<file path="config.mk">
export PLATFORM = sky130hd
export DESIGN_NAME = mul_result_unit
export DESIGN_NICKNAME = d
export VERILOG_FILES = /design/src/rtl/mul_result_unit.sv
export SDC_FILE = /design/constraint.sdc
export NUM_CORES = 1
export LEC_CHECK = 0
export ABC_AREA = 1
export CAP_MARGIN = 0
export CELL_PAD_IN_SITES_DETAIL_PLACEMENT = 1
export CELL_PAD_IN_SITES_GLOBAL_PLACEMENT = 2
export CORE_ASPECT_RATIO = 1.2
export CORE_MARGIN = 3
export CORE_UTILIZATION = 32
export CTS_CLUSTER_SIZE = 30
export DETAILED_ROUTE_END_ITERATION = 6
export PLACE_DENSITY = 0.84
export SLEW_MARGIN = 20
export SYNTH_ARGS = -nofsm -noshare
export SYNTH_HDL_FRONTEND = slang
export SYNTH_SLANG_ARGS = --single-unit
</file>
<file path="constraint.sdc">
create_clock -name Clock -period 3.8 [get_ports Clock]
set_input_delay 0.76 -clock Clock [delete_from_list [all_inputs] [get_ports Clock]]
set_output_delay 0.76 -clock Clock [all_outputs]
set_load 0.01 [all_outputs]
</file>
<file path="src/rtl/mul_result_unit.sv">
// mul_result_unit: iterative shift-add multiplier with an integrated HI/LO
// product register, a direct-write path for move-to-HI/LO, and separate
// HI/LO read ports.
// Optional feature macro: MUL_SIGNED_EN (defined = honour the Signed input
// with magnitude conversion and final negation; undefined = always unsigned).
module mul_result_unit #(
  parameter int DATA_W = 24
) (
  input  logic                  Clock,
  input  logic                  ResetN,
  input  logic                  Start,
  input  logic [DATA_W-1:0]     OperandA,
  input  logic [DATA_W-1:0]     OperandB,
  input  logic                  Signed,
  input  logic                  MulWrite,
  input  logic [2*DATA_W-1:0]   WriteMul,
  output logic                  Busy,
  output logic                  Done,
  output logic [2*DATA_W-1:0]   ReadMul,
  output logic [DATA_W-1:0]     ReadHi,
  output logic [DATA_W-1:0]     ReadLo
);

  localparam int CNT_W = $clog2(DATA_W + 1);
  localparam int PROD_W = 2 * DATA_W;

  typedef enum logic {
    IDLE = 1'b0,
    RUN  = 1'b1
  } state_t;

  state_t              state_reg;
  logic [PROD_W-1:0]   product_reg;
  logic [PROD_W-1:0]   acc_reg;
  logic [PROD_W-1:0]   mcand_reg;
  logic [DATA_W-1:0]   mplier_reg;
  logic [CNT_W-1:0]    count_reg;
  logic                busy_reg;
  logic                done_reg;

  logic [DATA_W-1:0]   mag_a;
  logic [DATA_W-1:0]   mag_b;
  logic [PROD_W-1:0]   acc_next;
  logic [PROD_W-1:0]   product_next;

`ifdef MUL_SIGNED_EN
  logic                sign_reg;
  logic                sign_next;

  // Operand magnitudes and result sign for a signed request; the most-negative
  // value negates onto itself, which is its correct unsigned magnitude.
  always_comb begin
    mag_a     = (Signed && OperandA[DATA_W-1]) ? -OperandA : OperandA;
    mag_b     = (Signed && OperandB[DATA_W-1]) ? -OperandB : OperandB;
    sign_next = Signed & (OperandA[DATA_W-1] ^ OperandB[DATA_W-1]);
  end

  // Final step: the last partial add, negated when the result is negative.
  always_comb begin
    acc_next     = acc_reg + (mplier_reg[0] ? mcand_reg : '0);
    product_next = sign_reg ? -acc_next : acc_next;
  end

  // Result sign captured at Start, held for the whole run.
  always_ff @(posedge Clock or negedge ResetN) begin
    if (!ResetN) begin
      sign_reg <= 1'b0;
    end else if (state_reg == IDLE && Start) begin
      sign_reg <= sign_next;
    end
  end
`else
  // Signed is accepted but has no effect in the unsigned-only build.
  logic                unused_signed;
  assign unused_signed = Signed;

  // Unsigned-only build: operands are used as-is.
  always_comb begin
    mag_a = OperandA;
    mag_b = OperandB;
  end

  // Final step: the last partial add goes straight to the product register.
  always_comb begin
    acc_next     = acc_reg + (mplier_reg[0] ? mcand_reg : '0);
    product_next = acc_next;
  end
`endif

  // Control FSM plus datapath: accept Start/MulWrite in IDLE, one shift-add per RUN cycle.
  always_ff @(posedge Clock or negedge ResetN) begin
    if (!ResetN) begin
      state_reg   <= IDLE;
      product_reg <= '0;
      acc_reg     <= '0;
      mcand_reg   <= '0;
      mplier_reg  <= '0;
      count_reg   <= '0;
      busy_reg    <= 1'b0;
      done_reg    <= 1'b0;
    end else begin
      case (state_reg)
        IDLE: begin
          done_reg <= 1'b0;
          if (Start) begin
            // Start takes priority over a simultaneous direct load.
            mcand_reg  <= {{DATA_W{1'b0}}, mag_a};
            mplier_reg <= mag_b;
            acc_reg    <= '0;
            count_reg  <= CNT_W'(DATA_W);
            busy_reg   <= 1'b1;
            state_reg  <= RUN;
          end else if (MulWrite) begin
            product_reg <= WriteMul;
          end
        end
        RUN: begin
          // Start and MulWrite are deliberately not looked at here.
          acc_reg    <= acc_next;
          mcand_reg  <= {mcand_reg[PROD_W-2:0], 1'b0};
          mplier_reg <= {1'b0, mplier_reg[DATA_W-1:1]};
          count_reg  <= count_reg - 1'b1;
          if (count_reg == CNT_W'(1)) begin
            product_reg <= product_next;
            done_reg    <= 1'b1;
            busy_reg    <= 1'b0;
            state_reg   <= IDLE;
          end
        end
        default: begin
          state_reg <= IDLE;
          busy_reg  <= 1'b0;
          done_reg  <= 1'b0;
        end
      endcase
    end
  end

  assign Busy    = busy_reg;
  assign Done    = done_reg;
  assign ReadMul = product_reg;

  // HI/LO read ports are plain bit slices of the product register.
  for (genvar gi = 0; gi < DATA_W; gi++) begin : g_hilo
    assign ReadLo[gi] = product_reg[gi];
    assign ReadHi[gi] = product_reg[DATA_W + gi];
  end

endmodule

</file>
==> run_results.csv <==
group,metric,value,unit
power,p_int,6.077,mW
worst_setup_path,reg2reg_slack,730,ps
clock_network,cts_root_buf,"clkbuf_16",
grt,grt_overflow,0,
floorplanning,fp.dieH,219.3,µm
finish,drive_gt1_share,6.553,%
clock_network,cts_inserted_buffers,17,
clock_network,cts_buffer_depth,2,
run_status,status,"completed",
timing,hold_viol,0,
clock_network,cts_tree,"yes",
floorplanning,start_util,32.71,%
grt,groute.usage.overall,20.16,%
finish,syn_to_final_growth,22.20,%
logic_synthesis,synth_area,0.01213,mm²
logic_synthesis,synthCells,1857,
logic_synthesis,yosys_warnings,0,
worst_setup_path,arrival,3450,ps
power,ir_drop,0.3198,mV
power,power.density,765.6,mW/mm²
worst_setup_path,r2r_end,"ReadMul[32]",
floorplanning,core_region_area,0.03709,mm²
finish,multi_input_area,0.005921,mm²
drt,drt-initial-drc-count,446,
grt,grt_max_degree,74,
logic_synthesis,yosys_register_bits,176,
grt,antenna_found_initial,0,
logic_synthesis,post_synth.cell_area_avg,6.534,µm²
drt,ant_nets,0,
timing,slew_violations,0,
timing,min_period,3072,ps
timing,final.setup_skew,14.56,ps
placed_design,gp_congestion,0.9222,
power,leakagePower,7.963,nW
logic_synthesis,synth_nets,2008,
timing,fmax,325.5,MHz
clock_network,cts_hold_buf,0,
finish,final_util,39.97,%
finish,seq_area,0.004405,mm²
finish,fillers,4786,
worst_setup_path,cp-end-kind,"register",
hold_path,hold_class,"input port to asynchronous set/reset pin",
drt,wirelength,40.06,mm
drt,dr.pass1.iters,5,
grt,grt_pass1_wl,64.29,mm
worst_setup_path,worstSetupStartpointType,"register",
clock_network,clk-insertion-delay-late,460,ps
timing,holdWs,213.4,ps
placed_design,portBuffers,197,
drt,wire_per_inst,16.20,µm
timing,fin_setup_tns,0,ps
power,totalPowerFinal,11.35,mW
finish,n_antenna_cell,0,
grt,grt_pass1_vias,12162,
timing,final.setup.worst_slack,728.3,ps
power,swShare,46.47,%
power,clkPwrFrac,16.5,%
timing,setup_violations,0,
floorplanning,die_w,183.8,µm
drt,vias_per_cell,4.707,
clock_network,post_cts_buffers,0,
worst_setup_path,path_class,"register to register",
worst_setup_path,cp_data_required_time,4180,ps
timing,rsz0062_at_grt,"false",
floorplanning,fp.dieArea,0.04030,mm²
run,cap_violations,0,
clock_network,cts_resized,0,
worst_setup_path,worstReg2RegStart,"mplier_reg[0]",
worst_setup_path,rr_worst_depth,15,
timing,slew_headroom,40.85,%
floorplanning,ios,199,
clock_network,clkSinkCount,176,
placed_design,place_ws,709.2,ps
timing,final.period_utilization,80.84,%
drt,route.detailed.drc,0,
placed_design,dpl.hpwl,31.36,mm
power,pwr-share-seq,29.4,%
power,comb_power_share,54.1,%
floorplanning,rows,77,
finish,final_nets,2137,
logic_synthesis,seq_area_frac_synth,36.30,%
power,p_switching,5.275,mW
worst_setup_path,cp_max_fo,7,
clock_network,htreeDepth,4,
timing,worst_pin_slew,887.2,ps
logic_synthesis,yosysUniqueCellTypes,36,
clock_network,clk_pin_slew,80,ps
drt,vias,11640,
## cell usage after synthesis
| library cell | number | share of area, % |
|---|---|---|
| nand2_1 | 768 | 24 |
| inv_1 | 309 | 9.6 |
| dfrtp_1 | 176 | 36 |
| nor2_1 | 101 | 3.1 |
| nand3_1 | 95 | 3.9 |
| a21oi_1 | 56 | 2.3 |
| buf_4 | 50 | 3.1 |
| ha_1 | 49 | 5.1 |
| nor2_2 | 32 | 1.6 |
| clkbuf_1 | 30 | 0.93 |
| o21ai_0 | 28 | 1.2 |
| o22ai_1 | 23 | 1.2 |
| a31oi_1 | 19 | 0.98 |
| nand2_2 | 17 | 0.88 |
| buf_2 | 14 | 0.58 |
| nand4_1 | 12 | 0.62 |
| inv_2 | 11 | 0.34 |
| a21oi_2 | 9 | 0.65 |
| a22oi_1 | 9 | 0.56 |
| nand3_2 | 9 | 0.74 |
| o211ai_1 | 6 | 0.37 |
| nand3b_1 | 5 | 0.31 |
| nor3_1 | 4 | 0.17 |
| xor2_1 | 4 | 0.29 |
| buf_1 | 3 | 0.093 |
| clkbuf_8 | 3 | 0.34 |
| o21bai_1 | 3 | 0.19 |
| nor3_2 | 2 | 0.17 |
| nor4_1 | 2 | 0.10 |
| or2_2 | 2 | 0.10 |
| a21o_1 | 1 | 0.062 |
| clkinv_1 | 1 | 0.031 |
| fa_1 | 1 | 0.17 |
| nor2_4 | 1 | 0.093 |
| o221ai_1 | 1 | 0.072 |
| xnor2_1 | 1 | 0.072 |
## per-stage QoR
step                cell area (µm²)  instances
detailed placement            14220       2441
global placement              14220       2441
finish                        14830       2473
floorplan                     12130       1857
CTS                           14830       2473
global route                  14830       2473
## how the worst max path moves through the flow
stage,start,end,slack (ps),cells past startpoint
final,mplier_reg[0],ReadMul[32],730,15
after global routing,mplier_reg[0],ReadMul[32],460,15
after CTS,mplier_reg[0],ReadMul[32],690,15
after detailed placement,mplier_reg[0],ReadMul[32],710,15
after global placement,mplier_reg[0],ReadMul[32],740,15
after floorplan,mplier_reg[0],ReadMul[39],1480,16
## layer usage
metal  part of all wire [%]  GRT usage [%]  vias up
met5                      0              0        -
met4                    3.0          7.159        0
met3                    2.3          1.989       48
met2                     53          37.79      160
met1                     42          23.80     5555
li1                       -              -     5877
## kinds of logic after synthesis
kind of cell / synth area share, %
xor+xnor: 0.3609
flops: 36.30
simple gates: 35.63
compound gates: 7.528
fa+ha+maj: 5.218
buf+inv: 14.96
## layout make-up
| type | count | area share (%) |
|---|---|---|
| Inverter | 321 | 8.135 |
| Clock buffer | 18 | 2.962 |
| Tap cell | 474 | 4.000 |
| Multi-Input combinational cell | 1260 | 39.93 |
| Timing Repair Buffer | 210 | 14.14 |
| Clock inverter | 14 | 1.122 |
| Sequential cell | 176 | 29.71 |
## power by group through the flow
stage	sequential, mW	combinational [mW]	clock [mW]
after floorplan	3.32	3.95	0
after global placement	3.34	6.08	0
after detailed placement	3.39	6.24	0
after CTS	3.36	6.29	1.92
after global routing	3.47	6.87	2.00
final	3.34	6.14	1.87
## worst max-delay path, cell delays in order (launching register included)
cell and delay, ps:
dfrtp_1 460, nand2_1 180, inv_1 60, ha_1 230, fa_1 460, nand3_1 100, nand3_1 220, nand2_1 130
nand2_1 160, nand2_1 120, nand3_2 170, nand2_1 120, nand2_1 60, nand2_1 70, nand3_1 220, a21oi_1 230
## layout by cell type (no fill, tap or decap), drive strengths merged, types with 19 or more instances in the layout
master	n
a21oi	65
inv	327
dfrtp	176
nand2	785
nor2	134
ha	49
clkdlybuf4s50	196
o21ai	28
nand3	104
a31oi	19
o22ai	23
(Power assumes the default switching activity.)
